## config.mk

```make
export PLATFORM = sky130hd
export DESIGN_NAME = escalonador_ula_8bits
export DESIGN_NICKNAME = d
export VERILOG_FILES = /design/src/rtl/ula_pkg.sv /design/src/rtl/nucleo_logico_8bits.sv /design/src/rtl/escalonador_ula_8bits.sv
export SDC_FILE = /design/constraint.sdc
export NUM_CORES = 1
export LEC_CHECK = 0
export CORE_UTILIZATION = 55
export CTS_BUF_LIST = sky130_fd_sc_hd__clkbuf_4 sky130_fd_sc_hd__clkbuf_8
export DETAILED_ROUTE_END_ITERATION = 7
export PLACE_DENSITY = 0.95
export SLEW_MARGIN = 20
export SYNTH_ARGS = -nofsm -noshare
export SYNTH_HDL_FRONTEND = slang
export SYNTH_SLANG_ARGS = --single-unit
```

## constraint.sdc

```tcl
create_clock -name clk -period 4.1 [get_ports clk]
set_clock_uncertainty 0.15 [all_clocks]
set_input_delay 0.82 -clock clk [delete_from_list [all_inputs] [get_ports clk]]
set_output_delay 0.82 -clock clk [all_outputs]
set_load 0.02 [all_outputs]
```

## src/rtl/ula_pkg.sv

```systemverilog
// Shared types and constants for the 8-bit bitwise logic-unit scheduler.
package ula_pkg;

    localparam int unsigned LARGURA_DADO    = 8;
    localparam int unsigned CICLOS_EXEC_MAX = 4;
    localparam int unsigned LARGURA_CONT    = $clog2(CICLOS_EXEC_MAX);

    typedef enum logic [1:0] {
        OP_AND = 2'b00,
        OP_OR  = 2'b01,
        OP_XOR = 2'b10,
        OP_NOT = 2'b11
    } op_ula_t;

    typedef enum logic [1:0] {
        OCIOSO   = 2'b00,
        EXECUTA  = 2'b01,
        RESPONDE = 2'b10
    } estado_t;

    // Operation captured at grant time and held while it executes.
    typedef struct packed {
        op_ula_t                 op;
        logic [LARGURA_DADO-1:0] a;
        logic [LARGURA_DADO-1:0] b;
        logic                    id;
    } operacao_t;

endpackage

```

## src/rtl/nucleo_logico_8bits.sv

```systemverilog
// Combinational 8-bit bitwise core: AND, OR, XOR, NOT a (b ignored for NOT).
module nucleo_logico_8bits
    import ula_pkg::*;
(
    input  op_ula_t                 op,
    input  logic [LARGURA_DADO-1:0] a,
    input  logic [LARGURA_DADO-1:0] b,
    output logic [LARGURA_DADO-1:0] s
);

    always_comb begin
        s = '0;
        unique case (op)
            OP_AND:  s = a & b;
            OP_OR:   s = a | b;
            OP_XOR:  s = a ^ b;
            OP_NOT:  s = ~a;
            default: s = '0;
        endcase
    end

endmodule

```

## src/rtl/escalonador_ula_8bits.sv

```systemverilog
// Two-requester scheduler in front of the 8-bit bitwise core (idle/execute/respond).
// Define ESCALONADOR_PRIORIDADE_FIXA_EN to make requester 0 always win ties.
module escalonador_ula_8bits
    import ula_pkg::*;
#(
    parameter int unsigned CICLOS_EXEC = 1
) (
    input  logic                    clk,
    input  logic                    rst_n,
    input  logic                    req0_valid,
    output logic                    req0_ready,
    input  logic [1:0]              req0_op,
    input  logic [LARGURA_DADO-1:0] req0_a,
    input  logic [LARGURA_DADO-1:0] req0_b,
    input  logic                    req1_valid,
    output logic                    req1_ready,
    input  logic [1:0]              req1_op,
    input  logic [LARGURA_DADO-1:0] req1_a,
    input  logic [LARGURA_DADO-1:0] req1_b,
    output logic                    resp_valid,
    output logic                    resp_id,
    output logic [LARGURA_DADO-1:0] resp_s,
    input  logic                    resp_ready,
    output logic                    ocupado
);

    if (CICLOS_EXEC == 0 || CICLOS_EXEC > CICLOS_EXEC_MAX) begin : g_ciclos_invalido
        $error("CICLOS_EXEC out of range 1..%0d", CICLOS_EXEC_MAX);
    end

    localparam logic [LARGURA_CONT-1:0] ULTIMO_CICLO = LARGURA_CONT'(CICLOS_EXEC - 1);

    estado_t                 estado_q, estado_d;
    logic [LARGURA_CONT-1:0] cont_q, cont_d;
    operacao_t               oper_q, oper_d;
    logic                    resp_valid_q, resp_valid_d;
    logic                    resp_id_q, resp_id_d;
    logic [LARGURA_DADO-1:0] resp_s_q, resp_s_d;
    logic                    ocupado_q, ocupado_d;
    logic [LARGURA_DADO-1:0] s_nucleo;
    logic                    escolhe1;

`ifndef ESCALONADOR_PRIORIDADE_FIXA_EN
    // ptr_q high means requester 1 wins the next tie.
    logic ptr_q, ptr_d;

    always_ff @(posedge clk or negedge rst_n) begin
        if (!rst_n) begin
            ptr_q <= 1'b0;
        end else begin
            ptr_q <= ptr_d;
        end
    end
`endif

    nucleo_logico_8bits u_nucleo (
        .op (oper_q.op),
        .a  (oper_q.a),
        .b  (oper_q.b),
        .s  (s_nucleo)
    );

    always_ff @(posedge clk or negedge rst_n) begin
        if (!rst_n) begin
            estado_q     <= OCIOSO;
            cont_q       <= '0;
            oper_q       <= '0;
            resp_valid_q <= 1'b0;
            resp_id_q    <= 1'b0;
            resp_s_q     <= '0;
            ocupado_q    <= 1'b0;
        end else begin
            estado_q     <= estado_d;
            cont_q       <= cont_d;
            oper_q       <= oper_d;
            resp_valid_q <= resp_valid_d;
            resp_id_q    <= resp_id_d;
            resp_s_q     <= resp_s_d;
            ocupado_q    <= ocupado_d;
        end
    end

    always_comb begin
        estado_d     = estado_q;
        cont_d       = cont_q;
        oper_d       = oper_q;
        resp_valid_d = resp_valid_q;
        resp_id_d    = resp_id_q;
        resp_s_d     = resp_s_q;
        ocupado_d    = ocupado_q;
        req0_ready   = 1'b0;
        req1_ready   = 1'b0;
`ifdef ESCALONADOR_PRIORIDADE_FIXA_EN
        escolhe1     = req1_valid && !req0_valid;
`else
        ptr_d        = ptr_q;
        escolhe1     = req1_valid && (!req0_valid || ptr_q);
`endif

        unique case (estado_q)
            OCIOSO: begin
                // rst_n gate keeps both readies low while reset is held.
                if (rst_n && (req0_valid || req1_valid)) begin
                    req0_ready = !escolhe1;
                    req1_ready = escolhe1;
                    if (escolhe1) begin
                        oper_d.op = op_ula_t'(req1_op);
                        oper_d.a  = req1_a;
                        oper_d.b  = req1_b;
                        oper_d.id = 1'b1;
                    end else begin
                        oper_d.op = op_ula_t'(req0_op);
                        oper_d.a  = req0_a;
                        oper_d.b  = req0_b;
                        oper_d.id = 1'b0;
                    end
`ifndef ESCALONADOR_PRIORIDADE_FIXA_EN
                    ptr_d     = !escolhe1;
`endif
                    cont_d    = '0;
                    ocupado_d = 1'b1;
                    estado_d  = EXECUTA;
                end
            end
            EXECUTA: begin
                if (cont_q == ULTIMO_CICLO) begin
                    cont_d       = '0;
                    resp_s_d     = s_nucleo;
                    resp_id_d    = oper_q.id;
                    resp_valid_d = 1'b1;
                    estado_d     = RESPONDE;
                end else begin
                    cont_d = cont_q + LARGURA_CONT'(1);
                end
            end
            RESPONDE: begin
                if (resp_ready) begin
                    resp_valid_d = 1'b0;
                    ocupado_d    = 1'b0;
                    estado_d     = OCIOSO;
                end
            end
            default: begin
                cont_d       = '0;
                resp_valid_d = 1'b0;
                ocupado_d    = 1'b0;
                estado_d     = OCIOSO;
            end
        endcase
    end

    assign resp_valid = resp_valid_q;
    assign resp_id    = resp_id_q;
    assign resp_s     = resp_s_q;
    assign ocupado    = ocupado_q;

endmodule

```

# Word-level counts from Yosys, hierarchy flattened
# Cells that the tools add are included.
# totals
inputBits	41
elab_cells	60
reg_bits	35
# classes
muxes	18
bitwise_logic	7
eq_ne	8
add_sub_neg	1
n_reduce_logical	15
# op_table
cell	n
8-bit case mux with 4 select lines	1
19-bit 2-to-1 mux	1
2-bit case mux with 3 select lines	2
2-bit 2-to-1 mux	5
3-bit AND reduction	3
8-bit AND	1
8-bit NOT	1
8-bit OR	1
8-bit XOR	1
1-bit 2-to-1 mux	7
2-bit equality test, second input constant	3
2-bit zero test	3
2-bit != test, second input constant	3
1-bit case mux with 3 select lines	2
2-bit AND reduction	3
2-bit by 1-bit equality test with 1-bit output, second input constant	2
1-bit NOT	3
2-bit by 1-bit adder with 2-bit output, second input constant	1
1-bit logical AND	2
1-bit zero test	2
1-bit logical OR	2

# Longest topological paths before layout
# logic_depth
ltp_word	6
ltp_mapped	6
ltp_nobuf	5

# Modules after synthesis
# A second synthesis with hierarchy kept.
# unflattened
cells_unflattened	188
area_unflattened_um2	2132.0
# by_module_without_submodules
module	area_per_inst_um2	instances	cells_per_inst
escalonador_ula_8bits	1639.1	1	138
nucleo_logico_8bits	493.0	1	50

# Worst setup path after synthesis
# OpenSTA, ideal clock, no wires.
# synth_timing
path_kind	input to output
from	input rst_n
to	output req1_ready
stages	4
path_buffers	2
arrival_time_ns	1.804
path_slack_ns	1.326
t_required_ns	3.130
cell_sequence	or3b_1 buf_6 buf_8 nor3b_2
# synth_between
elab_chain_len	3
# synth_lines
element	line	rtl
from (decl)	escalonador_ula_8bits.sv:9	input logic rst_n,
1-bit logical AND	escalonador_ula_8bits.sv:103	if (rst_n && (req0_valid || req1_valid)) begin
1-bit 2-to-1 mux	escalonador_ula_8bits.sv:103	
1-bit 2-to-1 mux	escalonador_ula_8bits.sv:100	unique case (estado_q)
to (decl)	escalonador_ula_8bits.sv:16	output logic req1_ready,
# No other way between the ends.

# Final worst setup path
# Same ends and word-level chain as after synthesis.

==> reports/results.txt <==
Post-CTS Setup Inserts: 0
total CTS buffers: 5
vias in the first global route: 1857
total global-route track usage: 0.295
# IOs: 54
pre-CTS setup slack: 0.519 ns
Max Slew Vio Count: 0
Req. time, crit path: 3.13 ns
minimum clock period: 3.66 ns
synth warn: 0
initial core utilization: 0.575
final setup TNS: 0 ns
synthesized flop and latch total: 35
nets@finish: 318
Final Hold Fails: 0
Syn Inst Count: 207
fmax: 273 MHz
worst-margin pin slew: 0.650 ns
RSZ-0062 raised after global routing: no
DIE WIDTH: 64.1 microns
Synth cell types: 25
layout cells sized above 1: 0.142
CTS tree: built
hold crit path type: reg2reg
leakage: 0.00126 uW
Detailed Route Iter0 Violations: 103
met3 WL: 282 microns
CTS sink cnt: 35
crit path DAT: 2.69 ns
Die H: 64.1 microns
clock latency on the worst-skew pair: 0.29 ns
DR DRC count: 0
Final HPWL DP: 3710 microns
Antenna Violating Nets Remaining: 0
First-pass DRT Iterations: 4
Area Overhead vs Synth: 31.1%
r2r setup slk: 2.22 ns
std cell rows: 22
drt via density: 5.76
global-route wire length before repair: 8870 microns
worst-path maximum fanout: 4
worst vdd ir: 392 uV
pin count of the biggest net entering global routing: 23
Post-Syn Area per Cell: 10.2 sq um
via count: 1774
register area share after synthesis: 0.413
Filler cells: 267
status: completed
clk buf depth: 2
antenna violations before repair: 0
met2 wire length: 2620 microns
CTS HTree Levels: 2
# resized after CTS: 0
Syn Nets: 266
routed wire length: 5170 microns
Setup Crit Path Kind: in2out
Max-Cap Viols: 0
uppermost layer routed: met4
GPL Wtd Cong: 0.754
Port Buffers: 53
grt ovf: 0
PD cells: 642 nW/um^2
CP endpoint kind: output pin
CORE AREA: 3690 sq um
period utilisation layout: 0.893
headroom to the max-slew limit: 0.565
critical path launch point type: input pin
ANT cells: 0
die area: 4110 sq um
Syn Std Cell Area: 2120 sq um
WL/cell: 16.8 microns
Met1 Wirelength: 2030 microns
cts hold-fix bufs: 0
CTS root buffer: clkbuf_8
Final Worst Setup Slack: 0.439 ns
Clk pin slew, worst setup/hold paths: 0.07 ns
# setup viols final: 0
## state kept, by name, indices dropped and copies added (netlist names)
name / cells
cont_q: 2
estado_q: 2
ocupado: 1
oper_q: 19
ptr_q: 1
resp_id: 1
resp_s: 8
resp_valid: 1
## report_power, final
group / total [uW] / switching, uW / internal [uW]
registers: 670 / 176 / 495
logic: 826 / 379 / 448
clock network: 288 / 128 / 160
## critical path: stages
cell and delay [ns]:
clkdlybuf4s50_1 0.54, or3b_1 0.42, nor3b_2 0.25, clkdlybuf4s50_1 0.66
## through the flow
stage | total power (uW) | utilization | cell area [sq um] | instances | hold WS [ns]
5_1_grt | 1910 | 0.753 | 2780 | 308 | 0.389
4_1_cts | 1780 | 0.753 | 2780 | 308 | 0.339
3_3_place_gp | 1400 | 0.725 | 2680 | 300 | 0.314
3_5_place_dp | 1480 | 0.725 | 2680 | 300 | 0.322
6_report | 1780 | 0.753 | 2780 | 308 | 0.334
2_1_floorplan | 1200 | - | 2120 | 207 | 0.328
## cells in the final DEF (no fill, tap or decap), types with 7 or more instances in the layout
master | synthesis | layout
clkdlybuf4s50_1 | 0 | 53
inv_1 | 35 | 35
dfrtp_1 | 35 | 35
nand2_1 | 31 | 31
a221o_1 | 18 | 18
ha_1 | 18 | 18
o21ai_0 | 11 | 10
nor3_2 | 9 | 9
nor3_1 | 9 | 9
mux4_2 | 8 | 8
clkbuf_8 | 0 | 7
buf_4 | 0 | 7
## cells in the mapped netlist
cell	number	area, sq um
nand3b_1	1	7.51
a21oi_1	3	15.0
nor3b_2	1	12.5
nor3_1	9	45.0
nand3_1	1	5.00
and3_1	1	6.26
clkbuf_1	6	22.5
buf_8	1	15.0
o32ai_1	1	8.76
nor2b_1	1	6.26
or3b_1	1	8.76
ha_1	18	225
inv_1	35	131
nor3b_1	1	7.51
mux4_2	8	180
nand2_1	31	116
mux2_2	3	33.8
nor2_1	3	11.3
dfrtp_1	35	876
o31ai_1	1	7.51
a221o_1	18	180
buf_6	2	22.5
nor3_2	9	90.1
o21ai_0	11	55.1
buf_2	6	30.0
## cell type report
class / count / area, sq um / share of cell area
Clock buffer: 8 / 104 / 0.0374
Tap cell: 48 / 60.1 / 0.0216
Sequential cell: 35 / 876 / 0.315
Inverter: 35 / 131 / 0.0473
Multi-Input combinational cell: 122 / 1020 / 0.369
Timing Repair Buffer: 60 / 583 / 0.210
## metal layers
layer / vias up / global-route usage
li1: 812 / -
met1: 850 / 0.358
met2: 87 / 0.491
met3: 25 / 0.0446
met4: 0 / 0.188
met5: - / 0
## worst paths after layout
check / to / start / cells past startpoint
setup / recovery: req1_ready / rst_n / 4
hold / removal: resp_s[3] / resp_s[3] / 2
setup reg to reg: resp_s[0] / cont_q[0] / 4
hold reg to reg: resp_s[3] / resp_s[3] / 2
max in group asynchronous: resp_id / rst_n / 2
min in group asynchronous: ptr_q / rst_n / 2
## cells by family (layout without fill, tap and decap cells)
kind of cell	Yosys count	count (layout)	synth area share
AND/OR/NAND/NOR	59	59	0.149
buffers and inverters	50	103	0.104
flip-flops	35	35	0.413
AO/OA/AOI/OAI	34	34	0.126
adder cells (fa/ha/maj)	18	18	0.106
multiplexers	11	11	0.101
(Power assumes the default switching activity.)
